`src/rtl/lsu_mem_ctrl.sv`:
```
// Load/store unit: RV32I B/H/W loads and stores onto a word-wide synchronous RAM.
// Sub-word stores use read-modify-write; loads are sign/zero extended.
module lsu_mem_ctrl #(
    parameter int ADDRESS_WIDTH = 32,
    parameter int DATA_WIDTH    = 32
) (
    input  logic                     clk,
    input  logic                     rst,
    input  logic                     req_valid,
    output logic                     req_ready,
    input  logic                     req_we,
    input  logic [2:0]               req_funct3,
    input  logic [ADDRESS_WIDTH-1:0] req_addr,
    input  logic [DATA_WIDTH-1:0]    req_wdata,
    output logic                     resp_valid,
    output logic [DATA_WIDTH-1:0]    resp_rdata,
    output logic                     resp_err,
    output logic                     mem_we,
    output logic [ADDRESS_WIDTH-1:0] mem_addr,
    output logic [DATA_WIDTH-1:0]    mem_wd,
    input  logic [DATA_WIDTH-1:0]    mem_rd
);

    localparam logic [2:0] F3_B  = 3'b000;
    localparam logic [2:0] F3_H  = 3'b001;
    localparam logic [2:0] F3_W  = 3'b010;
    localparam logic [2:0] F3_BU = 3'b100;
    localparam logic [2:0] F3_HU = 3'b101;

    typedef enum logic [2:0] {
        S_IDLE,
        S_READ,
        S_MERGE,
        S_WRITE,
        S_RESP
    } state_t;

    state_t r_state;
    state_t w_next;

    logic [ADDRESS_WIDTH-1:0] r_addr;
    logic [2:0]               r_funct3;
    logic                     r_we;
    logic [DATA_WIDTH-1:0]    r_wdata;
    logic [DATA_WIDTH-1:0]    r_rdata;
    logic [DATA_WIDTH-1:0]    r_merge;
    logic                     r_err;

    logic                     w_accept;
    logic                     w_f3_ok;
    logic                     w_misal;
    logic                     w_illegal;
    logic [DATA_WIDTH-1:0]    w_shift;
    logic [15:0]              w_half;
    logic [DATA_WIDTH-1:0]    w_load;
    logic [DATA_WIDTH-1:0]    w_merge;

    assign w_accept = req_valid && (r_state == S_IDLE);

    always_comb begin
        w_f3_ok = 1'b0;
        unique case (req_funct3)
            F3_B, F3_H, F3_W: w_f3_ok = 1'b1;
            F3_BU, F3_HU:     w_f3_ok = !req_we;
            default:          w_f3_ok = 1'b0;
        endcase
    end

    // Alignment depends only on the access size, i.e. funct3[1:0]
    assign w_misal = ((req_funct3[1:0] == 2'b01) && req_addr[0]) ||
                     ((req_funct3[1:0] == 2'b10) && (req_addr[1:0] != 2'b00));
    assign w_illegal = !w_f3_ok || w_misal;

    assign w_shift = mem_rd >> {r_addr[1:0], 3'b000};
    assign w_half  = r_addr[1] ? mem_rd[31:16] : mem_rd[15:0];

    always_comb begin
        w_load = '0;
        unique case (r_funct3)
            F3_B:    w_load = {{24{w_shift[7]}}, w_shift[7:0]};
            F3_BU:   w_load = {24'h0, w_shift[7:0]};
            F3_H:    w_load = {{16{w_half[15]}}, w_half};
            F3_HU:   w_load = {16'h0, w_half};
            default: w_load = mem_rd;
        endcase
    end

    always_comb begin
        w_merge = mem_rd;
        if (r_funct3[1:0] == 2'b00) begin
            unique case (r_addr[1:0])
                2'b00:   w_merge[7:0]   = r_wdata[7:0];
                2'b01:   w_merge[15:8]  = r_wdata[7:0];
                2'b10:   w_merge[23:16] = r_wdata[7:0];
                default: w_merge[31:24] = r_wdata[7:0];
            endcase
        end else if (r_addr[1]) begin
            w_merge[31:16] = r_wdata[15:0];
        end else begin
            w_merge[15:0] = r_wdata[15:0];
        end
    end

    always_ff @(posedge clk or posedge rst) begin
        if (rst) begin
            r_state <= S_IDLE;
        end else begin
            r_state <= w_next;
        end
    end

    always_comb begin
        w_next     = r_state;
        req_ready  = 1'b0;
        resp_valid = 1'b0;
        mem_we     = 1'b0;
        mem_wd     = '0;
        unique case (r_state)
            S_IDLE: begin
                req_ready = 1'b1;
                if (req_valid) begin
                    if (w_illegal) begin
                        w_next = S_RESP;
                    end else if (req_we && (req_funct3 == F3_W)) begin
                        w_next = S_WRITE;
                    end else begin
                        w_next = S_READ;
                    end
                end
            end
            S_READ: w_next = S_MERGE;
            S_MERGE: w_next = r_we ? S_WRITE : S_RESP;
            S_WRITE: begin
                mem_we = 1'b1;
                mem_wd = (r_funct3 == F3_W) ? r_wdata : r_merge;
                w_next = S_RESP;
            end
            S_RESP: begin
                resp_valid = 1'b1;
                w_next     = S_IDLE;
            end
            default: w_next = S_IDLE;
        endcase
    end

    always_ff @(posedge clk or posedge rst) begin
        if (rst) begin
            r_addr   <= '0;
            r_funct3 <= '0;
            r_we     <= 1'b0;
            r_wdata  <= '0;
            r_rdata  <= '0;
            r_merge  <= '0;
            r_err    <= 1'b0;
        end else begin
            if (w_accept) begin
                r_addr   <= req_addr;
                r_funct3 <= req_funct3;
                r_we     <= req_we;
                r_wdata  <= req_wdata;
                r_rdata  <= '0;
                r_err    <= w_illegal;
            end
            if (r_state == S_MERGE) begin
                if (r_we) begin
                    r_merge <= w_merge;
                end else begin
                    r_rdata <= w_load;
                end
            end
        end
    end

    assign mem_addr   = {2'b00, r_addr[ADDRESS_WIDTH-1:2]};
    assign resp_rdata = r_rdata;
    assign resp_err   = r_err;

endmodule
```
`config.mk`:
```
export PLATFORM = sky130hd
export DESIGN_NAME = lsu_mem_ctrl
export DESIGN_NICKNAME = d
export VERILOG_FILES = /design/src/rtl/lsu_mem_ctrl.sv
export SDC_FILE = /design/constraint.sdc
export NUM_CORES = 1
export LEC_CHECK = 0
export BUFFER_PORTS_ARGS = -buffer_cell sky130_fd_sc_hd__buf_2
export CELL_PAD_IN_SITES_DETAIL_PLACEMENT = 1
export CELL_PAD_IN_SITES_GLOBAL_PLACEMENT = 2
export CORE_UTILIZATION = 32
export CTS_CLUSTER_SIZE = 40
export DETAILED_ROUTE_END_ITERATION = 12
export PLACE_DENSITY_LB_ADDON = 0.1
export SLEW_MARGIN = 0
export SYNTH_ARGS = -nofsm -noshare
export SYNTH_HDL_FRONTEND = slang
export SYNTH_SLANG_ARGS = --single-unit
```
`constraint.sdc`:
```
create_clock -name clk -period 11.2 [get_ports clk]
set_input_delay 0 -clock clk [delete_from_list [all_inputs] [get_ports clk]]
set_output_delay 0 -clock clk [all_outputs]
set_load 0.005 [all_outputs]
```
# After elaboration in Yosys (flattened, before gate mapping)
# Cells that the tools add are included.
# op_classes
multipliers,0
magnitude_cmp,0
div,0
shift,1
n_mux,23
bitwise,0
add_sub_neg,0
n_reduce_logical,18
n_eq_ne,17
# ops
op,count
two-way mux 32 bit,6
case mux 32 bit (4 select lines),1
two-way mux 16 bit,3
two-way mux 8 bit,4
>> shifter 32 x 5 -> 8 bit,1
"== test 3 bit, second input constant",5
"== test 3 x 2 -> 1 bit, second input constant",4
case mux 3 bit (4 select lines),1
"== test 3 x 1 -> 1 bit, second input constant",3
zero test 3 bit,3
two-way mux 3 bit,3
OR reduction 3 bit,2
"== test 2 x 1 -> 1 bit, second input constant",2
"== test 2 bit, second input constant",2
logical AND 1 bit,4
zero test 2 bit,2
two-way mux 1 bit,3
zero test 1 bit,2
logical OR 1 bit,2
two-way mux 2 bit,1
"inequality test 2 bit, second input constant",1
case mux 1 bit (2 select lines),1
AND reduction 2 bit,1
nonzero test 2 bit,1
OR reduction 2 bit,1
# word_totals
ramBits,0
latchBits,0
mem_bits_ro,0
ff_bits,136
out_inout_bits,100
n_memories,0
wordCells,67
input_bits,103

# Depth between registers and ports, before layout
# Gate-level depths: netlist of run 1.
# logic_depth
ltp_word,8
depth_mapped,7
depth_no_buf,4

# Least setup slack after synthesis of run 1
# OpenSTA, ideal clock, no wires.
# synth_path
path_kind,register to register
startpoint,register r_state[1]
endpoint,register r_rdata[25] (netlist: resp_rdata[25])
setup_ns,0.127
t_arrival_ns,1.642
path_stages_with_launch,7
t_required_ns,11.073
synth_period_minus_slack_ns,1.769
path_buffers,3
setup_slack_ns,9.431
path_cell_list,dfrtp_1 > buf_2 > nor4b_1 > clkbuf_1 > nor2_1 > buf_2 > a221o_2
# synth_between
elab_chain_len,5
elab_cells_between_ends,6
cone_classes,eq/ne: 1; mux: 3; reduce/logical: 2
# synth_lines
item,line,rtl
from (decl),38,state_t r_state;
from (signal assigned),108,r_state <= w_next;
zero test 3 bit,58,assign w_accept = req_valid && (r_state == S_IDLE);
logical AND 1 bit,58,
two-way mux 32 bit,156,if (w_accept) begin
two-way mux 32 bit,165,if (r_we) begin
two-way mux 32 bit (*),164,if (r_state == S_MERGE) begin
to (signal assigned),168,r_rdata <= w_load;
to (decl),45,logic [DATA_WIDTH-1:0] r_rdata;
# Every way passes the cells marked *; elsewhere a longest branch is shown, timed or not.
# A chain may end at the register's enable or synchronous reset.

# Worst setup path after layout of run 1
# layout_path
startpoint,register r_funct3[1]
endpoint,output mem_wd[8]
# layout_between
elab_chain_len,3
# layout_lines
item,line,rtl
from (decl),42,logic [2:0] r_funct3;
from (signal assigned),158,r_funct3 <= req_funct3;
== test 3 x 2 -> 1 bit,135,mem_wd = (r_funct3 == F3_W) ? r_wdata : r_merge;
two-way mux 32 bit,135,
two-way mux 32 bit,118,unique case (r_state)
to (decl),20,"output logic [DATA_WIDTH-1:0] mem_wd,"
# No other way between the ends.

==> key figures, run 1 <==
Route
  • Top routing layer used: met4
  • Met2 wire len: 12.3 mm
  • Final wirelength: 25.0 mm
  • First drt pass iteration count: 5
  • DRC viols: 0
  • Detailed Route Iter0 Violations: 468
  • Met1 WL: 11.0 mm
  • WL met3: 1.14 mm
  • Average wire per standard cell: 19.1 um
  • DR vias: 6,523
  • Via-per-instance ratio: 4.99
  • Antenna viol nets, final: 0

STA
  • Final Hold Fails: 0
  • Fin Setup TNS: 0 ps
  • Slew Limit Fails: 0
  • Final hold slack: 36.5 ps
  • RSZ-0062 raised after global routing: no
  • Final period util: 0.239
  • Worst-Margin Slew: 1300 ps
  • Endpoints failing setup: 0
  • Max Freq: 374 MHz
  • Final WS setup: 8530 ps
  • Slew margin rel.: 0.133
  • Final Critical Period: 2670 ps
  • Fin Clk Skew: 15.1 ps

Clock tree
  • Worst-skew pair later-pin latency: 430 ps
  • Clock buffer count from CTS: 17
  • Num Clock Sinks: 136
  • H-tree Lvls: 4
  • Clock transition at path regs: 60 ps
  • TritonCTS clock tree: done
  • Post-CTS resize count: 0
  • Root Buffer: clkbuf_16
  • Clk buf depth: 2

Yosys
  • Ys Warns: 0
  • Post-synth top cells: nand2_1 (311), dfrtp_1 (136), a21oi_1 (47)
  • Post-synth EDFFs: 0
  • Most common cell in the netlist: nand2_1
  • Synth Cell Area: 0.00679 mm^2
  • Async S/R FF share, synth: 1.00
  • Synthesized instance count: 778
  • Synth area leader: dfrtp_1
  • Unique cell type count in the Yosys netlist: 45
  • Sequential fraction of the synthesis area: 0.502
  • Synth top area share: 0.502
  • Yosys reg bits: 136
  • Synth top area cells: dfrtp_1 (50%), nand2_1 (17%), buf_4 (3.8%), mux2i_1 (3.7%), a21oi_1 (3.5%)
  • Top_reg_cell synth: dfrtp_1
  • Mapped Avg Cell Area: 8.72 um^2

Floorplan
  • Initial Util: 0.331
  • Die Span Y: 148 um
  • Die area: 0.0218 mm^2
  • CORE AREA: 0.0205 mm^2
  • Chip Width: 148 um
  • Top-level I/O count: 203
  • Row count: 52

Place
  • Port Buffers: 200
  • Post-placement cell area: 0.00772 mm^2
  • Post-Place Setup Slack: 8780 ps
  • GPL Wtd Cong: 0.828
  • Detailed placement HPWL: 16.7 mm

Run status
  • Status: completed

Cells and area
  • Fin nets: 1,125
  • Syn-to-layout area delta: 39.4%
  • Share of layout cells above drive strength 1: 0.260
  • Post-route cell area: 0.00946 mm^2

Global routing
  • Vias in the first global route: 7,053
  • Initial antenna violation count: 0
  • GRT Util Overall: 0.237
  • First-pass GRT wire length: 39.7 mm
  • Largest net degree at the start of global routing: 72
  • Grt total ovfl: 0

Hold path
  • Hold Crit Start: mem_rd[13]
  • Hold Path End: r_merge[13]$_DFFE_PP0P_
  • Hold Path Cell Cnt: 3
  • Worst min path class: primary input to flop

Critical path
  • Reg2reg start: r_state[1]$_DFFE_PP0P_
  • Crit Path Class: flop to output port
  • R2r worst-path depth: 5
  • Setup crit end kind: output port
  • Reg-to-reg setup timing slack: 8670 ps
  • RR Endpoint: resp_rdata[6]$_DFF_PP0_
  • Crit path required time: 11,200 ps
  • Max FO, Critical Path: 32
  • Worst setup SP type: flop
  • Worst EP arrival: 2670 ps

Pwr
  • PwrDens: 269 mW/mm^2
  • Worst VDD drop: 0.000103 V
  • Leak: 4.87 nW
  • Tot Pwr: 2.55 mW

Run
  • MaxCap Viol Count: 0
[area by class of cell]
| class | count | area (um^2) |
|---|---|---|
| multi-input combinational | 549 | 2900 |
| clock inverter | 11 | 241 |
| tap | 270 | 338 |
| sequential | 136 | 3400 |
| inverter | 8 | 35.0 |
| fill | 2421 | 11000 |
| antenna | 1 | 2.50 |
| timing repair buffer | 310 | 2080 |
| clock buffer | 21 | 460 |
[through the flow]
step                      cells  utilization
after floorplan             779            -
after global placement     1170        0.377
after detailed placement   1170        0.377
after CTS                  1305        0.461
after global routing       1305        0.461
final                      1306        0.462
[worst max path at each step]
| stage | start | end |
|---|---|---|
| CTS | r_funct3[1]$_DFFE_PP0P_ | mem_wd[31] |
| floorplan | rst | r_addr[0]$_DFFE_PP0P_ |
| detailed placement | r_state[1]$_DFFE_PP0P_ | resp_rdata[11]$_DFF_PP0_ |
| global placement | r_state[1]$_DFFE_PP0P_ | resp_rdata[11]$_DFF_PP0_ |
| global route | r_funct3[1]$_DFFE_PP0P_ | mem_wd[30] |
| finish | r_funct3[1]$_DFFE_PP0P_ | mem_wd[8] |
[registers in the layout (all words and copies together), names as in the netlist]
register,flops
r_state,3
r_merge,32
r_wdata,32
r_addr,32
r_we,1
resp_err,1
resp_rdata,32
r_funct3,3
[power breakdown]
part / internal (mW) / leakage [nW] / switching [mW]
Clock: 0.453 / 0.342 / 0.222
Sequential: 0.719 / 1.71 / 0.216
Combinational: 0.384 / 2.82 / 0.555
[layer usage]
metal  vias to the layer above  GRT usage
met5                         -          0
met2                       199      0.402
met4                         0     0.0696
met1                      3210      0.305
met3                        32     0.0478
li1                       3082          -
[worst max-delay path: stages, from the launching register on]
cell	delay (ps)
dfrtp_1	970
nor3b_2	300
buf_4	370
nand2_1	100
a21oi_1	310
buf_2	190
[cell usage in the layout (no fill, tap or decap), types with 2 or more instances in the layout]
cell           Yosys  final
nand2b_1           4      4
a221o_1            9      9
mux2_2             2      2
a211o_1            2      2
inv_1              8      7
o21a_1             2      2
mux2i_1           25     25
bufinv_16          0      7
and2_1             2      2
clkbuf_1          37      2
inv_6              0      2
clkbuf_8           0      2
o221ai_1           4      4
nand2_1          311    310
dfrtp_1          136    136
o21ai_0           46     46
o22ai_1            9      9
nor2_1             7      6
a22o_1             8      8
nand3b_1           3      3
nor3b_2            1      2
nor2b_1            6      6
o2bb2ai_1         16     16
a221o_2           10     10
clkinv_4           0      2
or4b_2             8      8
conb_1             1      2
clkbuf_16          0     17
buf_2             13    200
buf_4             34      7
a21oi_1           47     47
dlygate4sd3_1      0    103
nor3_1             5      5
nor2_2             2      3
[kinds of logic after synthesis]
logic type | synth area share
flops | 0.502
buf+inv | 0.0754
mux | 0.0435
other cells | 0.000553
compound gates | 0.158
simple gates | 0.221
[what timing repair did]
action                                 4_1_cts  5_1_grt
setup buffers                                0        0
endpoints found under the hold margin      186        0
setup endpoints to repair                    0        0
hold buffers                               103        0
Note: power is estimated with default switching activity, not from simulation.
==> inputs of run 2 (changes only) <==
--- a/config.mk
+++ b/config.mk
@@ -8,7 +8,7 @@
 export BUFFER_PORTS_ARGS = -buffer_cell sky130_fd_sc_hd__buf_2
 export CELL_PAD_IN_SITES_DETAIL_PLACEMENT = 1
 export CELL_PAD_IN_SITES_GLOBAL_PLACEMENT = 2
-export CORE_UTILIZATION = 32
+export CORE_UTILIZATION = 27
 export CTS_CLUSTER_SIZE = 40
 export DETAILED_ROUTE_END_ITERATION = 12
 export PLACE_DENSITY_LB_ADDON = 0.1
==> constraint.sdc (replaced) <==
create_clock -name clk -period 2.2 [get_ports clk]
set_input_delay 0 -clock clk [delete_from_list [all_inputs] [get_ports clk]]
set_output_delay 0 -clock clk [all_outputs]
set_load 0.005 [all_outputs]
==> key figures, run 2 (same netlist as run 1, synthesis figures left out) <==
Pwr
  • Worst VDD drop: 0.000467 V (+360%)
  • PwrDens: 1330 mW/mm^2 (+390%)
  • P_sw: 5.15 mW (+420%)
  • Internal power: 7.69 mW (+390%)
  • Leak: 4.95 nW (+1.6%)
  • Sw frac: 0.401 (+0.0119)
  • Power share of the clock group: 0.233 (-0.032)
  • Sequential Power Share: 0.359 (-0.008)
  • Comb pwr share: 0.408 (+0.040)

Cells and area
  • Multi-input gate area: 0.00290 mm^2 (+0.26%)
  • Fillers: 2,883 (+19%)
  • Layout Utilization: 0.396 (-0.0659)
  • Antenna Cells: 0 (-1)
  • Fin nets: 1,142 (+1.5%)
  • Register area: 0.00340 mm^2 (about the same)
  • Most frequent cells in the layout: nand2_1 (310), buf_2 (200), dfrtp_1 (135), dlygate4sd3_1 (99), o21ai_0 (46)
  • Syn-to-layout area delta: 42.7%
  • Share of layout cells above drive strength 1: 0.279 (+0.0196)
  • Most common cell after layout, fill and taps aside: nand2_1

Place
  • Detailed placement HPWL: 17.7 mm (+5.6%)
  • Port Buffers: 200 (unchanged)
  • Post-Place Setup Slack: 97.9 ps (-8680 ps)
  • GPL Wtd Cong: 0.813 (-1.8%)

Critical path
  • RR Endpoint: r_merge[21]$_DFFE_PP0P_
  • Max FO, Critical Path: 32 (unchanged)
  • Crit Path Class: flop to output port
  • Crit path required time: 2200 ps (-9000 ps)
  • Crit path from: r_funct3[0]$_DFFE_PP0P_
  • CP max stage cell: dfrtp_2
  • Reg2reg start: r_addr[0]$_DFFE_PP0P_
  • Worst setup SP type: flop
  • R2r worst-path depth: 5 (unchanged)
  • Worst EP arrival: 2070 ps (-600 ps)
  • Critical Path, Cell by Cell: buf_4 -> nor3b_2 -> buf_12 -> nand2_1 -> a21oi_1 -> buf_2
  • Reg-to-reg setup timing slack: 250 ps (-8420 ps)
  • Slowest stage delay, CP: 490 ps (-480 ps)
  • Setup crit end kind: output port

STA
  • Endpoints failing setup: 0 (unchanged)
  • Slew margin rel.: 0.395 (+0.262)
  • Fin Clk Skew: 10.6 ps (-4.53 ps)
  • Final period util: 0.941
  • Final WS setup: 131 ps (-8400 ps)
  • Slew Limit Fails: 0 (unchanged)
  • Final Hold Fails: 0 (unchanged)
  • Max Freq: 483 MHz
  • RSZ-0062 raised after global routing: yes
  • Final Critical Period: 2070 ps
  • Worst-Margin Slew: 896 ps (-403 ps)

Global routing
  • Initial antenna violation count: 0 (unchanged)
  • First-pass GRT wire length: 40.1 mm (+0.89%)
  • Largest net degree at the start of global routing: 72 (unchanged)
  • Grt total ovfl: 0 (unchanged)
  • Vias in the first global route: 7,052 (-0.014%)
  • GRT Util Overall: 0.200 (-0.0368)

Route
  • DRC viols: 0 (unchanged)
  • Antenna viol nets, final: 0 (unchanged)
  • Detailed Route Iter0 Violations: 341 (-27%)
  • DR vias: 6,582 (+0.90%)
  • Via-per-instance ratio: 4.78 (-4.2%)
  • Average wire per standard cell: 18.3 um (-4.2%)
  • Final wirelength: 25.2 mm (+0.97%)
  • First drt pass iteration count: 4 (-1)

Floorplan
  • Die area: 0.0258 mm^2 (+18%)
  • Initial Util: 0.277 (-0.0537)
  • Chip Width: 161 um (+8.7%)
  • Die Span Y: 161 um (+8.7%)
  • CORE AREA: 0.0245 mm^2 (+19%)
  • Row count: 57 (+9.6%)
  • Top-level I/O count: 203 (unchanged)

Clock tree
  • Clock transition at path regs: 60 ps (about the same)
  • H-tree Lvls: 4 (unchanged)
  • Worst-skew pair later-pin latency: 420 ps (about the same)
  • Num Clock Sinks: 136 (unchanged)
  • Clock buffer count from CTS: 17 (unchanged)
  • TritonCTS clock tree: done
  • Root Buffer: clkbuf_16
  • Clk buf depth: 2 (unchanged)

Hold path
  • Hold Path Cell Cnt: 3 (unchanged)
  • Hold Path End: r_merge[13]$_DFFE_PP0P_
  • Worst min path class: primary input to flop
  • Hold Crit Start: mem_rd[13]

Run
  • MaxCap Viol Count: 0 (unchanged)

Run status
  • Status: completed
[run 2: cell count changes in the layout (fill, tap and decap cells not counted), moves of 2 or more]
cell / previous run / this run
a21oi_2: 0 / 2
dlygate4sd3_1: 103 / 99
clkinv_4: 2 / 6
buf_12: 0 / 10
clkinvlp_4: 0 / 3
a21oi_1: 47 / 45
clkbuf_8: 2 / 0
buf_4: 7 / 18
bufinv_16: 7 / 3
[run 2: layout make-up]
class,instances,area share
sequential,136,0.352
multi-input combinational,549,0.300
timing repair buffer,327,0.240
clock buffer,18,0.0443
tap,324,0.0419
clock inverter,14,0.0182
inverter,8,0.00349
[run 2: timing repair]
action                                 CTS  global route
endpoints found under the hold margin  146             0
pin swaps                                0             1
hold buffers                            99             0
gates resized for setup                  1             2
setup endpoints to repair               25            20
setup buffers                            1             1
[run 2: worst max-delay path, delay by kind of cell (launching register included)]
kind	cells	cell delay (ps)
compound gates	1	220
flops	1	490
buf+inv	3	600
simple gates	2	330
[run 2: power groups by stage]
stage / combinational [mW] / sequential (mW) / clock [mW]
after floorplan: 3.63 / 4.26 / 0
after global placement: 4.98 / 4.60 / 0
after detailed placement: 5.13 / 4.64 / 0
after CTS: 5.28 / 4.62 / 3.06
after global routing: 5.88 / 4.78 / 3.17
final: 5.24 / 4.61 / 2.99
[run 2: how the worst max path moves through the flow]
stage | endpoint | slack (ps)
floorplan | resp_rdata[25]$_DFF_PP0_ | 430
global placement | resp_rdata[23]$_DFF_PP0_ | 190
detailed placement | resp_rdata[24]$_DFF_PP0_ | 100
CTS | mem_wd[31] | 50
global route | mem_wd[31] | -1
finish | mem_wd[31] | 130
[run 2: layer usage]
metal,vias to the layer above,wire length (um),track usage
met5,-,0,0
met4,0,278,0.0511
met3,19,1190,0.0400
met2,187,12400,0.333
met1,3261,11300,0.266
li1,3115,-,-
[run 2: through the flow]
step	setup TNS [ps]	cell area, um^2	hold slack, ps	total power, mW	std cells
2_1_floorplan	0	6790	105	7.89	779
3_3_place_gp	0	8030	167	9.58	1243
3_5_place_dp	0	8030	179	9.77	1243
4_1_cts	0	9650	0.728	13.0	1375
5_1_grt	-1.74	9680	26.7	13.8	1376
6_report	0	9680	29.2	12.8	1376
